==> config.mk <==
export PLATFORM = sky130hd
export DESIGN_NAME = fetch_sequencer
export DESIGN_NICKNAME = d
export VERILOG_FILES = /design/src/rtl/fetch_sequencer_pkg.sv /design/src/rtl/fetch_sequencer_sat_counter.sv /design/src/rtl/fetch_sequencer.sv
export SDC_FILE = /design/constraint.sdc
export NUM_CORES = 1
export LEC_CHECK = 0
export BUFFER_PORTS_ARGS = -buffer_cell sky130_fd_sc_hd__buf_2
export CAP_MARGIN = 40
export CORE_MARGIN = 10
export CORE_UTILIZATION = 30
export DETAILED_ROUTE_END_ITERATION = 12
export SYNTH_ARGS = -nofsm -noshare
export SYNTH_HDL_FRONTEND = slang
export SYNTH_HIERARCHICAL = 1
export SYNTH_SLANG_ARGS = --single-unit
==> constraint.sdc <==
create_clock -name clk -period 2.11 [get_ports clk]
set_clock_uncertainty 0.15 [all_clocks]
set_input_delay 0.3165 -clock clk [delete_from_list [all_inputs] [get_ports clk]]
set_output_delay 0.3165 -clock clk [all_outputs]
set_load 0.01 [all_outputs]
==> src/rtl/fetch_sequencer_pkg.sv <==
// Shared constants for the fetch sequencer: opcodes, field positions, widths, FSM encoding.
package fetch_sequencer_pkg;

    localparam int PC_W    = 4;
    localparam int INSTR_W = 21;
    localparam int CNT_W   = 8;
    localparam int OP_HI   = 20;
    localparam int OP_LO   = 17;
    localparam int OP_W    = OP_HI - OP_LO + 1;

    localparam logic [OP_W-1:0] OP_HALT = 4'b1111;
    localparam logic [OP_W-1:0] OP_JMP  = 4'b1100;
    localparam logic [OP_W-1:0] OP_LOAD = 4'b1000;

    typedef enum logic [1:0] {
        S_IDLE  = 2'd0,
        S_FETCH = 2'd1,
        S_ISSUE = 2'd2,
        S_HALT  = 2'd3
    } state_e;

    function automatic logic [OP_W-1:0] opcode_of(input logic [INSTR_W-1:0] instr);
        return instr[OP_HI:OP_LO];
    endfunction

endpackage

==> src/rtl/fetch_sequencer_sat_counter.sv <==
// Saturating up-counter with synchronous clear; holds at all-ones.
module sat_counter
    import fetch_sequencer_pkg::*;
#(
    parameter int W = CNT_W
) (
    input  logic         clk,
    input  logic         rst_n,
    input  logic         clr,
    input  logic         inc,
    output logic [W-1:0] count
);

    logic [W-1:0] count_q;
    logic [W-1:0] count_d;

    always_comb begin
        count_d = count_q;
        if (clr) begin
            count_d = '0;
        end else if (inc && (count_q != {W{1'b1}})) begin
            count_d = count_q + 1'b1;
        end
    end

    always_ff @(posedge clk) begin
        if (!rst_n) begin
            count_q <= '0;
        end else begin
            count_q <= count_d;
        end
    end

    assign count = count_q;

endmodule

==> src/rtl/fetch_sequencer.sv <==
// Instruction fetch FSM with valid/ready issue to execute and redirect support.
// Optional: define FETCH_JUMP_EN to make JMP load the PC from instruction[3:0].
module fetch_sequencer
    import fetch_sequencer_pkg::*;
(
    input  logic               clk,
    input  logic               rst_n,
    input  logic               start,
    output logic [PC_W-1:0]    program_counter,
    input  logic [INSTR_W-1:0] instruction,
    output logic [INSTR_W-1:0] instr_out,
    output logic               instr_valid,
    input  logic               instr_ready,
    input  logic               redirect_valid,
    input  logic [PC_W-1:0]    redirect_pc,
    output logic               busy,
    output logic               halted,
    output logic [CNT_W-1:0]   issue_count
);

    state_e          state_q;
    state_e          state_d;
    logic [PC_W-1:0] pc_q;
    logic [PC_W-1:0] pc_d;
    logic            do_start;
    logic            accept;
    logic [OP_W-1:0] opcode;

    assign opcode = opcode_of(instruction);
    assign accept = (state_q == S_ISSUE) && instr_ready;

    always_comb begin
        state_d  = state_q;
        pc_d     = pc_q;
        do_start = 1'b0;
        unique case (state_q)
            S_IDLE, S_HALT: begin
                if (start) begin
                    do_start = 1'b1;
                    pc_d     = '0;
                    state_d  = S_FETCH;
                end
            end
            S_FETCH: begin
                if (redirect_valid) begin
                    pc_d = redirect_pc;
                end else begin
                    state_d = S_ISSUE;
                end
            end
            S_ISSUE: begin
                // Redirect wins over halt and any sequential/jump update.
                if (redirect_valid) begin
                    pc_d    = redirect_pc;
                    state_d = S_FETCH;
                end else if (instr_ready) begin
                    if (opcode == OP_HALT) begin
                        state_d = S_HALT;
                    end else begin
                        state_d = S_FETCH;
                        pc_d    = pc_q + 1'b1;
`ifdef FETCH_JUMP_EN
                        if (opcode == OP_JMP) begin
                            pc_d = instruction[PC_W-1:0];
                        end
`endif
                    end
                end
            end
            default: state_d = S_IDLE;
        endcase
    end

    always_ff @(posedge clk) begin
        if (!rst_n) begin
            state_q <= S_IDLE;
            pc_q    <= '0;
        end else begin
            state_q <= state_d;
            pc_q    <= pc_d;
        end
    end

    sat_counter #(
        .W(CNT_W)
    ) u_issue_cnt (
        .clk  (clk),
        .rst_n(rst_n),
        .clr  (do_start),
        .inc  (accept),
        .count(issue_count)
    );

    assign program_counter = pc_q;
    assign instr_valid     = (state_q == S_ISSUE);
    assign instr_out       = instr_valid ? instruction : '0;
    assign busy            = (state_q == S_FETCH) || (state_q == S_ISSUE);
    assign halted          = (state_q == S_HALT);

endmodule
==> results.ini, run 1 <==
[logic_synthesis]
netlist.area_leader.share_pct = 26.76
yosys-top-cells-area = dfxtp_1 27%, and2_1 14%, ha_1 6.0%, nand2_1 3.6%, and4_1 3.3%
ys_seq_elements = 14
avgSynthCellArea_um2 = 8.378
ys_types = 37
synthTopCellsByCount = 23 x and2_1, 14 x dfxtp_1, 10 x nand2_1, 6 x a21oi_1
synth_edf_count = 0
synth_area_um2 = 1047
synth_most_common_cell = and2_1
ys_seq_area_share_pct = 26.76
async_flop_share_pct = 0
synthFlopType = dfxtp_1
ys_warn_count = 6
synth_fp_nets = 160
synthCells = 125
yosysTopAreaCell = dfxtp_1

[clocking]
cts_sinks = 14
clk_pin_slew_ns = 0.09
cts_buffer_depth = 2
htree_num_levels = 1
cts_hold_buf = 0
cts_buffers = 3
post_cts_resized = 0
cts_tree = built
clkLatencyLatePin_ns = 0.28
cts_setup_buffers = 0
cts-root-buf = clkbuf_4

[global_route]
grt_max_degree = 23
use_met3_pct = 1.351
met2_usage_pct = 19.09
gr-total-overflow = 0
grtUsageMet1_pct = 12.72
antenna_found_initial = 0
grtUsageTotal_pct = 10.76
grt-busiest-layer = met2
grt_first_pass_wirelength_um = 5609
grt_pass1_vias = 1141

[layout]
drive_gt1_share_pct = 40.63
fill_cells = 370
antenna_cells = 0
fin_area_um2 = 1458
area_growth_pct = 39.19
nNetsFinal = 228

[power]
power_density_nw_per_um2 = 423.9
ir_drop_mv = 0.2649
power_leakage_uw = 0.0007437

[floorplanning]
die_h_um = 79.09
rows = 21
dieArea_um2 = 6254
initial_core_util_pct = 31.14
core_um2 = 3363
io_pins = 66
fp.dieW_um = 79.09

[sta]
setup_violations = 0
final_hold_viol_count = 0
period_needed_ns = 1.891
slew_viol_final = 0
max_freq_mhz = 528.9
rsz0062_at_grt = no
fin_crit_sh_pct = 89.61
slew_headroom_pct = 67.63
worstMarginPinSlew_ns = 0.4846
fin_tns_setup_ns = 0
setup_ws_ns = 0.2192

[critical_path]
reg2reg_from = state_q[0]$_SDFFE_PN0P_
end_kind = output pin
crit_fanout = 22
cp_data_required_time_ns = 1.64
slowest_delay_ns = 0.38
worstSetupPathType = flop to output pin
ff2ff_setup_slack_ns = 0.29
r2r_end = u_issue_cnt/count[3]$_SDFFE_PP0P_
path_cells = inv_1 > ha_1 > buf_4 > and2_1 > buf_2
critical_path.top_delay_family = buffers and inverters
path_buf_inv = 3
arrival_ns = 1.42
slowest_stage = dfxtp_1
reg2reg_depth = 6
cp-start-kind = flop

[route]
vias = 1100
drcViolationCount = 0
firstDrtPassIters = 4
drt_iter0_drc = 35
postRouteAntennaNets = 0
vias_per_cell = 4.622
wire_per_inst_um = 13.89
wl_um = 3306

[hold_path]
hp-start = rst_n
hold_end = state_q[0]$_SDFFE_PN0P_
hold_depth = 3
min_path_type = input port to flop

[placement]
dpl.hpwl_um = 2785
place_congestion = 0.7273
port_buffers = 65
place_area_um2 = 1421
dp_slack_ns = 0.3077

[run]
drv_cap = 0

[status]
status = finished, final reports clean

==> routing by layer <==
metal	routed length (um)	up-vias
met3	86	2
met2	1738	15
li1	-	596
met4	23	0
met5	0	-
met1	1457	487
==> where the power goes <==
group	leakage, uW	internal (uW)	switching [uW]
clock network	0.0000210	105	97.7
registers	0.000113	270	6.15
logic	0.000610	61.9	77.4
==> final cells by class <==
type                    count  area (um^2)  area share [%]
repair buffers             67        340.3           23.35
multi-input cells         102        724.4           49.70
flip-flops and latches     14        280.3           19.23
clock buffers               4        36.28           2.489
well taps                  46        57.56           3.948
inverters                   5        18.77           1.288
==> registers in the layout (all words and copies together), names as in the netlist <==
signal / count
state_q: 2
u_issue_cnt/count: 8
program_counter: 4
==> per-stage QoR <==
stage / total power (uW) / utilization (%) / hold slack (ns) / instances
final: 617.9 / 43.34 / 0.1975 / 238
after detailed placement: 423.2 / 42.26 / 0.3508 / 234
after floorplan: 363.3 / - / 0.2977 / 125
after CTS: 626.8 / 43.34 / 0.1832 / 238
after global placement: 422.4 / 42.26 / 0.3438 / 234
after global routing: 655.6 / 43.34 / 0.1987 / 238
==> layout by cell type (no fill, tap or decap), types with 4 or more instances in the layout <==
cell type,netlist,final
nor2b_1,4,4
ha_1,5,5
and2_1,23,23
a22oi_1,4,4
nand2_1,10,10
o21ai_0,4,4
a21oi_1,6,6
buf_2,1,65
nand2b_1,5,5
and4_1,4,4
dfxtp_1,14,14
o211ai_1,4,4
inv_1,5,5
o41ai_1,4,4
==> cells by family after synthesis <==
| group | after synthesis | share of synthesized area (%) |
|---|---|---|
| AO/OA/AOI/OAI | 32 | 23.30 |
| flip-flops | 14 | 26.76 |
| buffers and inverters | 9 | 4.062 |
| adder cells (fa/ha/maj) | 5 | 5.974 |
| multiplexers | 3 | 2.867 |
| AND/OR/NAND/NOR | 60 | 35.36 |
| XOR/XNOR | 2 | 1.673 |
==> worst register-to-register path: cells and delay by family, from the launching register on <==
family | cells | cell delay (ns)
AO/OA/AOI/OAI | 2 | 0.29
AND/OR/NAND/NOR | 2 | 0.56
buffers and inverters | 1 | 0.06
adder cells (fa/ha/maj) | 1 | 0.33
flip-flops | 1 | 0.38
==> how the worst max path moves through the flow <==
stage / startpoint / endpoint / depth (start not counted)
floorplan: state_q[1]$_SDFFE_PN0P_ / u_issue_cnt/count[5]$_SDFFE_PP0P_ / 6
global placement: state_q[0]$_SDFFE_PN0P_ / u_issue_cnt/count[3]$_SDFFE_PP0P_ / 6
detailed placement: state_q[0]$_SDFFE_PN0P_ / u_issue_cnt/count[3]$_SDFFE_PP0P_ / 6
CTS: state_q[0]$_SDFFE_PN0P_ / instr_out[18] / 5
global route: state_q[0]$_SDFFE_PN0P_ / u_issue_cnt/count[4]$_SDFFE_PP0P_ / 6
finish: state_q[0]$_SDFFE_PN0P_ / instr_out[9] / 5
Power figures use the tool's default switching activity.
==> inputs of run 2 (changes only) <==
--- a/config.mk
+++ b/config.mk
@@ -9,6 +9,7 @@
 export CAP_MARGIN = 40
 export CORE_MARGIN = 10
 export CORE_UTILIZATION = 30
+export CTS_CLUSTER_DIAMETER = 50
 export DETAILED_ROUTE_END_ITERATION = 12
 export SYNTH_ARGS = -nofsm -noshare
 export SYNTH_HDL_FRONTEND = slang
==> constraint.sdc (replaced) <==
create_clock -name clk -period 2.11 [get_ports clk]
set_clock_uncertainty 0.15 [all_clocks]
set_input_delay 0.211 -clock clk [delete_from_list [all_inputs] [get_ports clk]]
set_output_delay 0.211 -clock clk [all_outputs]
set_load 0.01 [all_outputs]
==> results.ini, run 2 (same netlist as run 1, synthesis figures left out) <==
[power]
power_leakage_uw = 0.0007437
pwr-share-comb_pct = 22.7
p_sw_share_pct = 28.72
clock_power_share_pct = 32.2
ir_drop_mv = 0.3032
internal_power_uw = 436.8
power.total_uw = 612.8
seqPwrFrac_pct = 45.0
power_density_nw_per_um2 = 420.4
power_switching_uw = 176.0

[layout]
final_cell_mix = 65 x buf_2, 23 x and2_1, 14 x dfxtp_1
nNetsFinal = 228
antenna_cells = 0
mostFrequentLayoutCell = buf_2
area_growth_pct = 39.19
largest_reg_flops = 8
drive_gt1_share_pct = 40.63

[global_route]
grt_pass1_vias = 1022
grt_first_pass_wirelength_um = 5230
gr-total-overflow = 0
antenna_found_initial = 0
grtUsageTotal_pct = 10.18
grt_max_degree = 21

[critical_path]
crit_fanout = 20
path_cells = ha_1 > buf_4 > and2_1 > buf_2
r2r_end = u_issue_cnt/count[4]$_SDFFE_PP0P_
cp_data_required_time_ns = 1.75
end_kind = output pin
reg2reg_depth = 6
ff2ff_setup_slack_ns = 0.30
worstSetupPathType = flop to output pin
arrival_ns = 1.49
slowest_stage = dfxtp_1
cp-start-kind = flop
reg2reg_from = state_q[0]$_SDFFE_PN0P_
path_buf_inv = 2
critical_path.top_delay_family = flip-flops
cp.depth = 4
slowest_delay_ns = 0.41

[route]
vias = 1084
firstDrtPassIters = 4
drt_iter0_drc = 68
drcViolationCount = 0
wire_per_inst_um = 13.78
wl_um = 3279
vias_per_cell = 4.555
postRouteAntennaNets = 0

[sta]
setup_violations = 0
final_hold_viol_count = 0
rsz0062_at_grt = no
max_freq_mhz = 539.6
slew_headroom_pct = 70.42
period_needed_ns = 1.853
fin_crit_sh_pct = 87.83
worstMarginPinSlew_ns = 0.4428
fin_tns_setup_ns = 0
slew_viol_final = 0

[floorplanning]
dieArea_um2 = 6254
initial_core_util_pct = 31.14
rows = 21
die_h_um = 79.09
fp.dieW_um = 79.09
core_um2 = 3363
io_pins = 66

[status]
status = finished, final reports clean

[hold_path]
hold_end = state_q[0]$_SDFFE_PN0P_
min_path_type = input port to flop
hp-start = rst_n
hold_depth = 3

[clocking]
cts_sinks = 14
cts_buffer_depth = 2
htree_num_levels = 1
cts_hold_buf = 0
cts-root-buf = clkbuf_4
clkLatencyLatePin_ns = 0.28
cts_tree = built
clk_pin_slew_ns = 0.09
cts_setup_buffers = 0
post_cts_resized = 0
cts_buffers = 3

[run]
drv_cap = 0

[placement]
place_congestion = 0.7358
dpl.hpwl_um = 2749
port_buffers = 65

==> run 2: power by group through the flow <==
stage	Clock, uW	Combinational, uW	Sequential, uW
final	197	139	276
after global routing	218	157	277
after CTS	201	141	276
after detailed placement	0	141	282
after global placement	0	141	282
after floorplan	0	81.3	282
==> run 2: cell type report <==
cell class              instances  area, um^2
fillers                       353        1906
clock buffers                   4       36.28
multi-input cells             102       724.4
flip-flops and latches         14       280.3
well taps                      46       57.56
inverters                       5       18.77
repair buffers                 67       340.3
==> run 2: worst max path at each step <==
stage          slack (ns)                           endpoint               startpoint
2_1_floorplan        0.36  u_issue_cnt/count[5]$_SDFFE_PP0P_  state_q[1]$_SDFFE_PN0P_
3_3_place_gp         0.34  u_issue_cnt/count[3]$_SDFFE_PP0P_  state_q[0]$_SDFFE_PN0P_
3_5_place_dp         0.33  u_issue_cnt/count[4]$_SDFFE_PP0P_  state_q[0]$_SDFFE_PN0P_
4_1_cts              0.26                      instr_out[13]  state_q[1]$_SDFFE_PN0P_
5_1_grt              0.14  u_issue_cnt/count[3]$_SDFFE_PP0P_  state_q[0]$_SDFFE_PN0P_
6_report             0.26                       instr_out[9]  state_q[1]$_SDFFE_PN0P_
==> run 2: through the flow <==
step                cells  hold WS [ns]  area [um^2]  worst slack [ns]  utilization [%]
finish                238       0.09616         1458            0.2568            43.34
global route          238        0.1067         1458            0.1371            43.34
CTS                   238       0.09536         1458            0.2595            43.34
detailed placement    234        0.3583         1421            0.3289            42.26
global placement      234        0.3603         1421            0.3376            42.26
floorplan             125        0.1922         1047            0.3576                -
==> run 2: worst reg2reg max path, cell delays in order, from the launching register on <==
cell and delay, ns:
dfxtp_1 0.39, inv_1 0.06, ha_1 0.33, and2_1 0.16
nor2b_1 0.37, o21ai_0 0.16, a21oi_1 0.14
==> run 2: metal layers <==
layer / wire length, um / track usage (%) / vias to the layer above
li1: - / - / 595
met5: 0 / 0 / -
met4: 34 / 2.688 / 0
met3: 43 / 1.351 / 2
met1: 1485 / 12.51 / 473
met2: 1716 / 18.03 / 14
==> inputs of run 3 (changes only) <==
--- a/config.mk
+++ b/config.mk
@@ -5,8 +5,9 @@
 export SDC_FILE = /design/constraint.sdc
 export NUM_CORES = 1
 export LEC_CHECK = 0
+export ABC_AREA = 1
 export BUFFER_PORTS_ARGS = -buffer_cell sky130_fd_sc_hd__buf_2
-export CAP_MARGIN = 40
+export CAP_MARGIN = 20
 export CORE_MARGIN = 10
 export CORE_UTILIZATION = 30
 export CTS_CLUSTER_DIAMETER = 50
==> results.ini, run 3 <==
[logic_synthesis]
ys_seq_elements = 14
synth_most_common_cell = nand2_1
ys_types = 20
netlist.area_leader.share_pct = 25.93
yosys-top-cells-area = dfxtp_1 26%, nand2_1 24%, inv_1 14%, a21oi_1 6.5%, ha_1 5.8%
avgSynthCellArea_um2 = 5.630
ys_seq_area_share_pct = 25.93
synth_area_um2 = 1081
synthFlopType = dfxtp_1
async_flop_share_pct = 0
synthTopCellsByCount = 68 x nand2_1, 41 x inv_1, 15 x nor2_1, 14 x a21oi_1, 14 x dfxtp_1
synth_fp_nets = 227
synth_edf_count = 0
synthCells = 192
ys_warn_count = 6
yosysTopAreaCell = dfxtp_1

[floorplanning]
io_pins = 66
rows = 21
fp.dieW_um = 80.03
core_um2 = 3416
initial_core_util_pct = 31.65
dieArea_um2 = 6405
die_h_um = 80.03

[clocking]
cts_tree = built
cts_hold_buf = 0
cts_sinks = 14
cts_buffer_depth = 2
htree_num_levels = 1
clk_pin_slew_ns = 0.08
cts_buffers = 3
post_cts_resized = 0
cts_setup_buffers = 0
cts-root-buf = clkbuf_4
clkLatencyLatePin_ns = 0.28

[power]
ir_drop_mv = 0.2984
power_leakage_uw = 0.0009932
power_density_nw_per_um2 = 775.2

[sta]
max_freq_mhz = 559.5
period_needed_ns = 1.787
slew_headroom_pct = 68.92
final_hold_viol_count = 0
fin_tns_setup_ns = 0
worstMarginPinSlew_ns = 0.4644
setup_violations = 0
slew_viol_final = 0
rsz0062_at_grt = no
fin_crit_sh_pct = 84.71
hold_slack_ns = 0.02997

[global_route]
antenna_found_initial = 0
gr-total-overflow = 0
grtUsageTotal_pct = 9.918
grt_max_degree = 24
grt_first_pass_wirelength_um = 5230
grt_pass1_vias = 1143

[status]
status = finished, final reports clean

[critical_path]
cp-endpoint = u_issue_cnt/count[4]$_SDFFE_PP0P_
end_kind = flop
cp-start-kind = flop
r2r_end = u_issue_cnt/count[4]$_SDFFE_PP0P_
cp_data_required_time_ns = 2.17
worstSetupPathType = flop to flop
critPathLaunch = state_q[0]$_SDFFE_PN0P_
reg2reg_from = state_q[0]$_SDFFE_PN0P_
reg2reg_depth = 7
ff2ff_setup_slack_ns = 0.32
arrival_ns = 1.85
crit_fanout = 7

[route]
wire_per_inst_um = 10.65
firstDrtPassIters = 4
vias_per_cell = 4.089
wl_um = 3239
drt_iter0_drc = 40
postRouteAntennaNets = 0
drcViolationCount = 0
vias = 1243

[layout]
utilization_pct = 43.30
drive_gt1_share_pct = 31.78
nNetsFinal = 295
antenna_cells = 0
largest_reg_flops = 8
area_growth_pct = 36.81
final_cell_mix = 68 x nand2_1, 65 x buf_2, 41 x inv_1
mostFrequentLayoutCell = nand2_1
fin_area_um2 = 1479

[placement]
place_congestion = 0.8271
place_area_um2 = 1456
port_buffers = 65
dpl.hpwl_um = 2783

[hold_path]
min_path_type = input port to flop

[run]
drv_cap = 0

[run 3: cell types whose count changed after synthesis, sizes merged, moves of 5 or more]
cell,before,now
and4,5,0
and2,23,0
nor2b,5,0
nand2,10,71
inv,5,45
a21oi,6,14
nor2,1,19
nand3,3,9
nand2b,6,0
[run 3: final cells by class]
type	instances	area (um^2)
fillers	403	1937
multi-input cells	129	613.1
repair buffers	66	332.8
flip-flops and latches	14	280.3
inverters	46	172.7
well taps	46	57.56
clock buffers	3	22.52
[run 3: metal layers]
layer	up-vias	share of wire [%]	GRT usage, %
li1	700	-	-
met1	523	42	10.74
met2	16	52	17.82
met3	4	4.4	3.041
met4	0	1.3	3.169
met5	-	0	0
[run 3: how the worst min path moves through the flow]
| stage | endpoint | from | cells past startpoint |
|---|---|---|---|
| 2_1_floorplan | state_q[1]$_SDFFE_PN0P_ | rst_n | 2 |
| 3_3_place_gp | state_q[1]$_SDFFE_PN0P_ | rst_n | 3 |
| 3_5_place_dp | state_q[1]$_SDFFE_PN0P_ | rst_n | 3 |
| 4_1_cts | state_q[1]$_SDFFE_PN0P_ | rst_n | 3 |
| 5_1_grt | state_q[1]$_SDFFE_PN0P_ | rst_n | 3 |
| 6_report | state_q[1]$_SDFFE_PN0P_ | rst_n | 3 |
[run 3: cell families (layout without fill, tap and decap cells)]
logic type	count (synthesis)	after routing	share of synthesized area, %
AND/OR/NAND/NOR	105	105	41.43
buffers and inverters	49	115	17.36
AO/OA/AOI/OAI	19	19	9.491
flip-flops	14	14	25.93
adder cells (fa/ha/maj)	5	5	5.787
[run 3: power by group]
| group | internal [uW] | switching, uW |
|---|---|---|
| sequential | 296 | 32.9 |
| combinational | 244 | 427 |
| clock | 66.1 | 81.1 |
| total | 606 | 541 |
[run 3: worst max-delay path: stages (launching register included)]
cell     delay (ns)
dfxtp_1        0.38
inv_1          0.06
ha_1           0.35
nand2_1        0.08
inv_1          0.04
nor2_1         0.37
o21ai_0        0.17
nor2_1         0.11
[run 3: through the flow]
step                      worst slack (ns)  std cells  power, uW
after floorplan                     0.4949        192      784.2
after global placement              0.3740        301       1018
after detailed placement            0.3472        301       1016
after CTS                           0.2904        304       1171
after global routing                0.1460        304       1264
final                               0.3227        304       1146
